$ cat src/rtl/perf_dump_ctrl.sv
// Performance counters with a snapshot-and-dump engine that writes them to data memory
// through BRAM port B, yielding the port to CPU loads/stores whenever they request it.
module perf_dump_ctrl #(
    parameter logic [31:0] BASE_ADDR = 32'h4F00,
    parameter int          CTR_W     = 32
) (
    input  logic             clk,
    input  logic             rst,
    input  logic             ctr_clear,
    input  logic             bubble,
    input  logic             retire,
    input  logic             br_resolved,
    input  logic             br_correct,
    input  logic             dump_req,
    input  logic             cpu_mem_req,
    input  logic [3:0]       cpu_web,
    input  logic [31:0]      cpu_addrb,
    input  logic [31:0]      cpu_dib,
    output logic [3:0]       web,
    output logic [31:0]      addrb,
    output logic [31:0]      dib,
    output logic [CTR_W-1:0] clk_cycles,
    output logic [CTR_W-1:0] invalid_clk_cycles,
    output logic [CTR_W-1:0] retired_instructions,
    output logic [CTR_W-1:0] correct_predictions,
    output logic [CTR_W-1:0] total_predictions,
    output logic             dump_busy,
    output logic             dump_done
);

    localparam int NCTR = 5;

    typedef enum logic [1:0] {
        ST_IDLE,
        ST_SNAP,
        ST_WRITE,
        ST_DONE
    } state_t;

    state_t           state_q, state_d;
    logic [2:0]       index_q, index_d;
    logic             dump_wr;
    logic [NCTR-1:0]  inc;
    logic [CTR_W-1:0] ctr_q  [NCTR];
    logic [CTR_W-1:0] ctr_d  [NCTR];
    logic [CTR_W-1:0] snap_q [NCTR];
    logic [31:0]      snap_word;

    // Counter slot order doubles as the memory word order of a dump.
    assign inc = {br_resolved, br_resolved & br_correct, retire, bubble, 1'b1};

    generate
        for (genvar gi = 0; gi < NCTR; gi++) begin : g_ctr
            assign ctr_d[gi] = ctr_clear ? '0 : ctr_q[gi] + CTR_W'(inc[gi]);
        end
    endgenerate

    always_ff @(posedge clk) begin
        if (rst) begin
            for (int i = 0; i < NCTR; i++) begin
                ctr_q[i]  <= '0;
                snap_q[i] <= '0;
            end
        end else begin
            for (int i = 0; i < NCTR; i++) begin
                ctr_q[i] <= ctr_d[i];
                // Pre-update values: the snapshot ignores this edge's increment or clear.
                if (state_q == ST_SNAP) begin
                    snap_q[i] <= ctr_q[i];
                end
            end
        end
    end

    always_ff @(posedge clk) begin
        if (rst) begin
            state_q <= ST_IDLE;
            index_q <= '0;
        end else begin
            state_q <= state_d;
            index_q <= index_d;
        end
    end

    always_comb begin
        state_d = state_q;
        index_d = index_q;
        dump_wr = 1'b0;
        case (state_q)
            ST_IDLE: begin
                if (dump_req) begin
                    state_d = ST_SNAP;
                end
            end
            ST_SNAP: begin
                index_d = '0;
                state_d = ST_WRITE;
            end
            ST_WRITE: begin
                // The CPU always wins the port; the dump simply waits its turn.
                if (!cpu_mem_req) begin
                    dump_wr = 1'b1;
                    if (index_q == 3'd4) begin
                        state_d = ST_DONE;
                    end else begin
                        index_d = index_q + 3'd1;
                    end
                end
            end
            ST_DONE: begin
                state_d = ST_IDLE;
            end
            default: begin
                state_d = ST_IDLE;
            end
        endcase
    end

    always_comb begin
        snap_word = 32'(snap_q[index_q]);
        if (dump_wr) begin
            web   = 4'b1111;
            addrb = BASE_ADDR + {27'd0, index_q, 2'b00};
            dib   = snap_word;
        end else begin
            web   = cpu_web;
            addrb = cpu_addrb;
            dib   = cpu_dib;
        end
    end

    assign clk_cycles           = ctr_q[0];
    assign invalid_clk_cycles   = ctr_q[1];
    assign retired_instructions = ctr_q[2];
    assign correct_predictions  = ctr_q[3];
    assign total_predictions    = ctr_q[4];

    assign dump_busy = (state_q == ST_SNAP) || (state_q == ST_WRITE);
    assign dump_done = (state_q == ST_DONE);

endmodule

$ cat config.mk
export PLATFORM = sky130hd
export DESIGN_NAME = perf_dump_ctrl
export DESIGN_NICKNAME = d
export VERILOG_FILES = /design/src/rtl/perf_dump_ctrl.sv
export SDC_FILE = /design/constraint.sdc
export NUM_CORES = 1
export LEC_CHECK = 0
export CORE_MARGIN = 2
export CORE_UTILIZATION = 38
export DETAILED_ROUTE_END_ITERATION = 7
export PLACE_DENSITY_LB_ADDON = 0.2
export SETUP_SLACK_MARGIN = 0.4
export SYNTH_ARGS = -nofsm -noshare
export SYNTH_HDL_FRONTEND = slang
export SYNTH_SLANG_ARGS = --single-unit
$ cat constraint.sdc
create_clock -name clk -period 2.91 [get_ports clk]
set_input_delay 0.4365 -clock clk [delete_from_list [all_inputs] [get_ports clk]]
set_output_delay 0.4365 -clock clk [all_outputs]
set_load 0.1 [all_outputs]
==> flow_summary_export.csv <==
group,metric,value,unit
floorplan,fp.dieW,205,um
floorplan,num_io_pins,307,
clock_network,htreeDepth,2,
clock_network,cts_root_buf,"clkbuf_16",
layout,fill_cells,3458,
power,vdd_drop_max,0.000454,V
yosys,yosysSeqAreaShare,53.5,%
drt,num_vias,12300,
worst_setup_path,cp-start-kind,"register",
layout,finalNetCount,1829,
sta,final_hold_viol_count,0,
yosys,syn-num-nets,1529,
worst_setup_path,r2r_start,"ctr_q[0][39]",
drt,firstDrtPassIters,5,
clock_network,clock_latency,530,ps
worst_setup_path,cp.required,2470,ps
yosys,yosysUniqueCellTypes,37,
worst_hold_path,hold_path_startpoint,"ctr_q[0][0]",
drt,wl_per_cell,20.4,um
sta,final.min_clock_period,2690,ps
worst_setup_path,crit_chain,"buf_12 -> buf_16 -> mux4_2 -> mux2i_2 -> o21ai_2 -> buf_12",
power,p_per_area,678,nW/um2
sta,slew_headroom,45.9,%
global_route,grt_overflow,0,
worst_setup_path,cp_common_cell,"buf_12",
yosys,syn_area,15300,um2
yosys,syn_inst,1437,
layout,drive_above_1_share,28.4,%
floorplan,die-area,41800,um2
floorplan,fp.dieH,205,um
yosys,synth_area_per_cell,10.6,um2
drt,drt-total-wl,46700,um
yosys,yosysWarnings,0,
sta,setup_viol,0,
sta,hold_ws,494,ps
placement,dp_cells,2212,
yosys,ys_seq_elements,328,
placement,port-buffer-count,306,
layout,multiInputGateArea,6990,um2
worst_setup_path,cpPeakStageDelay,580,ps
sta,min_period_over_period,92.3,%
clock_network,path_clk_slew,60,ps
clock_network,cts_tree,"yes",
global_route,grt_max_degree,56,
floorplan,core,39700,um2
sta,fmax,372,MHz
power,leakagePower,7.55,nW
sta,fin_skew,12.7,ps
drt,drc,0,
drt,drt_iter0_markers,878,
worst_setup_path,crit_arrival,2250,ps
clock_network,clockBufferDepth,3,
clock_network,cts_hold_buf,0,
worst_setup_path,end_kind,"primary output",
global_route,grt_first_pass_wirelength,71000,um
placement,globalplace.congestion,0.840,
drt,drt.antenna.violating_nets,0,
run_status,status,"finished, final reports clean",
placement,dpl.hpwl,33700,um
sta,rsz0062_at_grt,"yes",
drt,vias_per_cell,5.38,
global_route,antenna_found_initial,0,
layout,syn2layout_area_growth,37.7,%
sta,fin_ws,223,ps
global_route,grt_usage,22.1,%
sta,worstMarginPinSlew,809,ps
worst_hold_path,hold_class,"reg2reg",
worst_setup_path,worst-setup-path-type,"reg2out",
placement,place_ws,4.69,ps
worst_setup_path,crit_path_top_delay_cell,"mux4_2",
layout,final-seq-area,8250,um2
sta,slew_violations,0,
floorplan,rows,73,
global_route,grt_pass1_vias,11700,
layout,finalNonFillerCells,2292,
floorplan,initial_utilization,38.4,%
job,cap_violations,0,
clock_network,clock_sinks,328,
power,power,14.3,mW
worst_setup_path,crit_fanout,8,
clock_network,cts_made_buffers,37,
## registers in the layout (all words and copies together) (netlist names), named ones only
| name | count |
|---|---|
| ctr_q | 160 |
| index_q | 3 |
| snap_q | 160 |
| state_q | 2 |
## area by class of cell
type	count	area share, %
multi-input cells	993	33.2
clock inverters	20	0.756
clock buffers	48	5.09
flip-flops and latches	328	39.2
repair buffers	352	18.1
inverters	25	0.446
well taps	525	3.12
diodes	1	0.0119
## worst paths after layout
path             endpoint  slack (ps)  cells past startpoint
max reg2reg  ctr_q[0][62]         580                      4
min reg2reg   ctr_q[0][0]         490                      1
max               dib[27]         220                      6
min           ctr_q[0][0]         490                      1
## Yosys cell counts (all sizes together)
cell,instances,share of area (%)
a21oi,94,3.1
a31oi,1,0.041
xor2,21,1.2
inv,25,0.61
dfxtp,168,22
or2,7,0.29
ha,15,1.2
nand2,92,2.3
o21a,2,0.098
xnor2,34,1.9
nor2b,2,0.082
nand3,49,1.6
o21ai,65,2.1
and2,197,8.1
nor2,63,1.5
nor3,15,0.49
a21o,1,0.049
o31ai,58,2.9
nand4,42,1.8
mux4,32,4.7
clkbuf,74,1.8
o31a,2,0.11
a41o,1,0.066
nor4,12,0.49
mux2,1,0.074
edfxtp,160,31
or3,38,1.6
and4,17,0.97
mux2i,37,2.4
or4,69,3.4
nand3b,1,0.049
and3,11,0.45
nand2b,12,0.49
buf,19,0.57
## cells in the final DEF, fill, tap and decap left out, types with 49 or more instances in the layout
cell type        synthesis  final
buf_4                    0    199
and2_1                 197    193
edfxtp_1               160    160
dfxtp_1                168    108
a21oi_1                 94     94
nand2_1                 92     92
clkdlybuf4s50_1          0     76
buf_12                   0     72
or4_1                   69     68
nor2_1                  63     63
dfxtp_2                  0     59
o31ai_1                 58     58
nand3_1                 49     49
## per-layer routing
layer	wire length (um)	track usage (%)	vias to the layer above
met5	0	0	-
met4	1030	5.90	0
met3	3630	4.77	71
met2	21800	35.2	447
met1	20200	30.6	5924
li1	-	-	5898
## metrics by stage
| stage | setup TNS [ps] | utilization, % | instance area (um2) |
|---|---|---|---|
| global route | 0 | 52.9 | 21000 |
| floorplan | -262 | - | 15400 |
| CTS | 0 | 52.6 | 20900 |
| finish | 0 | 52.9 | 21000 |
| global placement | 0 | 48.8 | 19400 |
| detailed placement | 0 | 48.8 | 19400 |
## logic make-up (layout without fill, tap and decap cells)
kind of cell             Yosys count  in the layout  synth area share, %
AND/OR/NAND/NOR                  627            629                 23.5
flip-flops                       328            328                 53.5
AO/OA/AOI/OAI                    224            224                 8.43
buffers and inverters            118            445                 3.00
multiplexers                      70             70                 7.22
XOR/XNOR                          55             55                 3.15
adder cells (fa/ha/maj)           15             15                 1.23
other                              0              1                    0
## worst max-delay path: cells and delay by family (launching register included)
family                 cells  cell delay (ps)
flip-flops                 1              410
buffers and inverters      3              440
AO/OA/AOI/OAI              1               90
multiplexers               2              780
## where the power goes
group          internal [mW]  switching, mW
logic                   1.38           2.55
clock network           2.79           1.90
registers               5.43          0.215
total                   9.59           4.67
## timing repair
action / in CTS / in global routing
cloned: 5 / 0
pin swaps: 1 / 4
setup endpoints to repair: 52 / 60
resized for setup: 28 / 24
setup buffers: 6 / 0
Note: power is estimated with default switching activity, not from simulation.
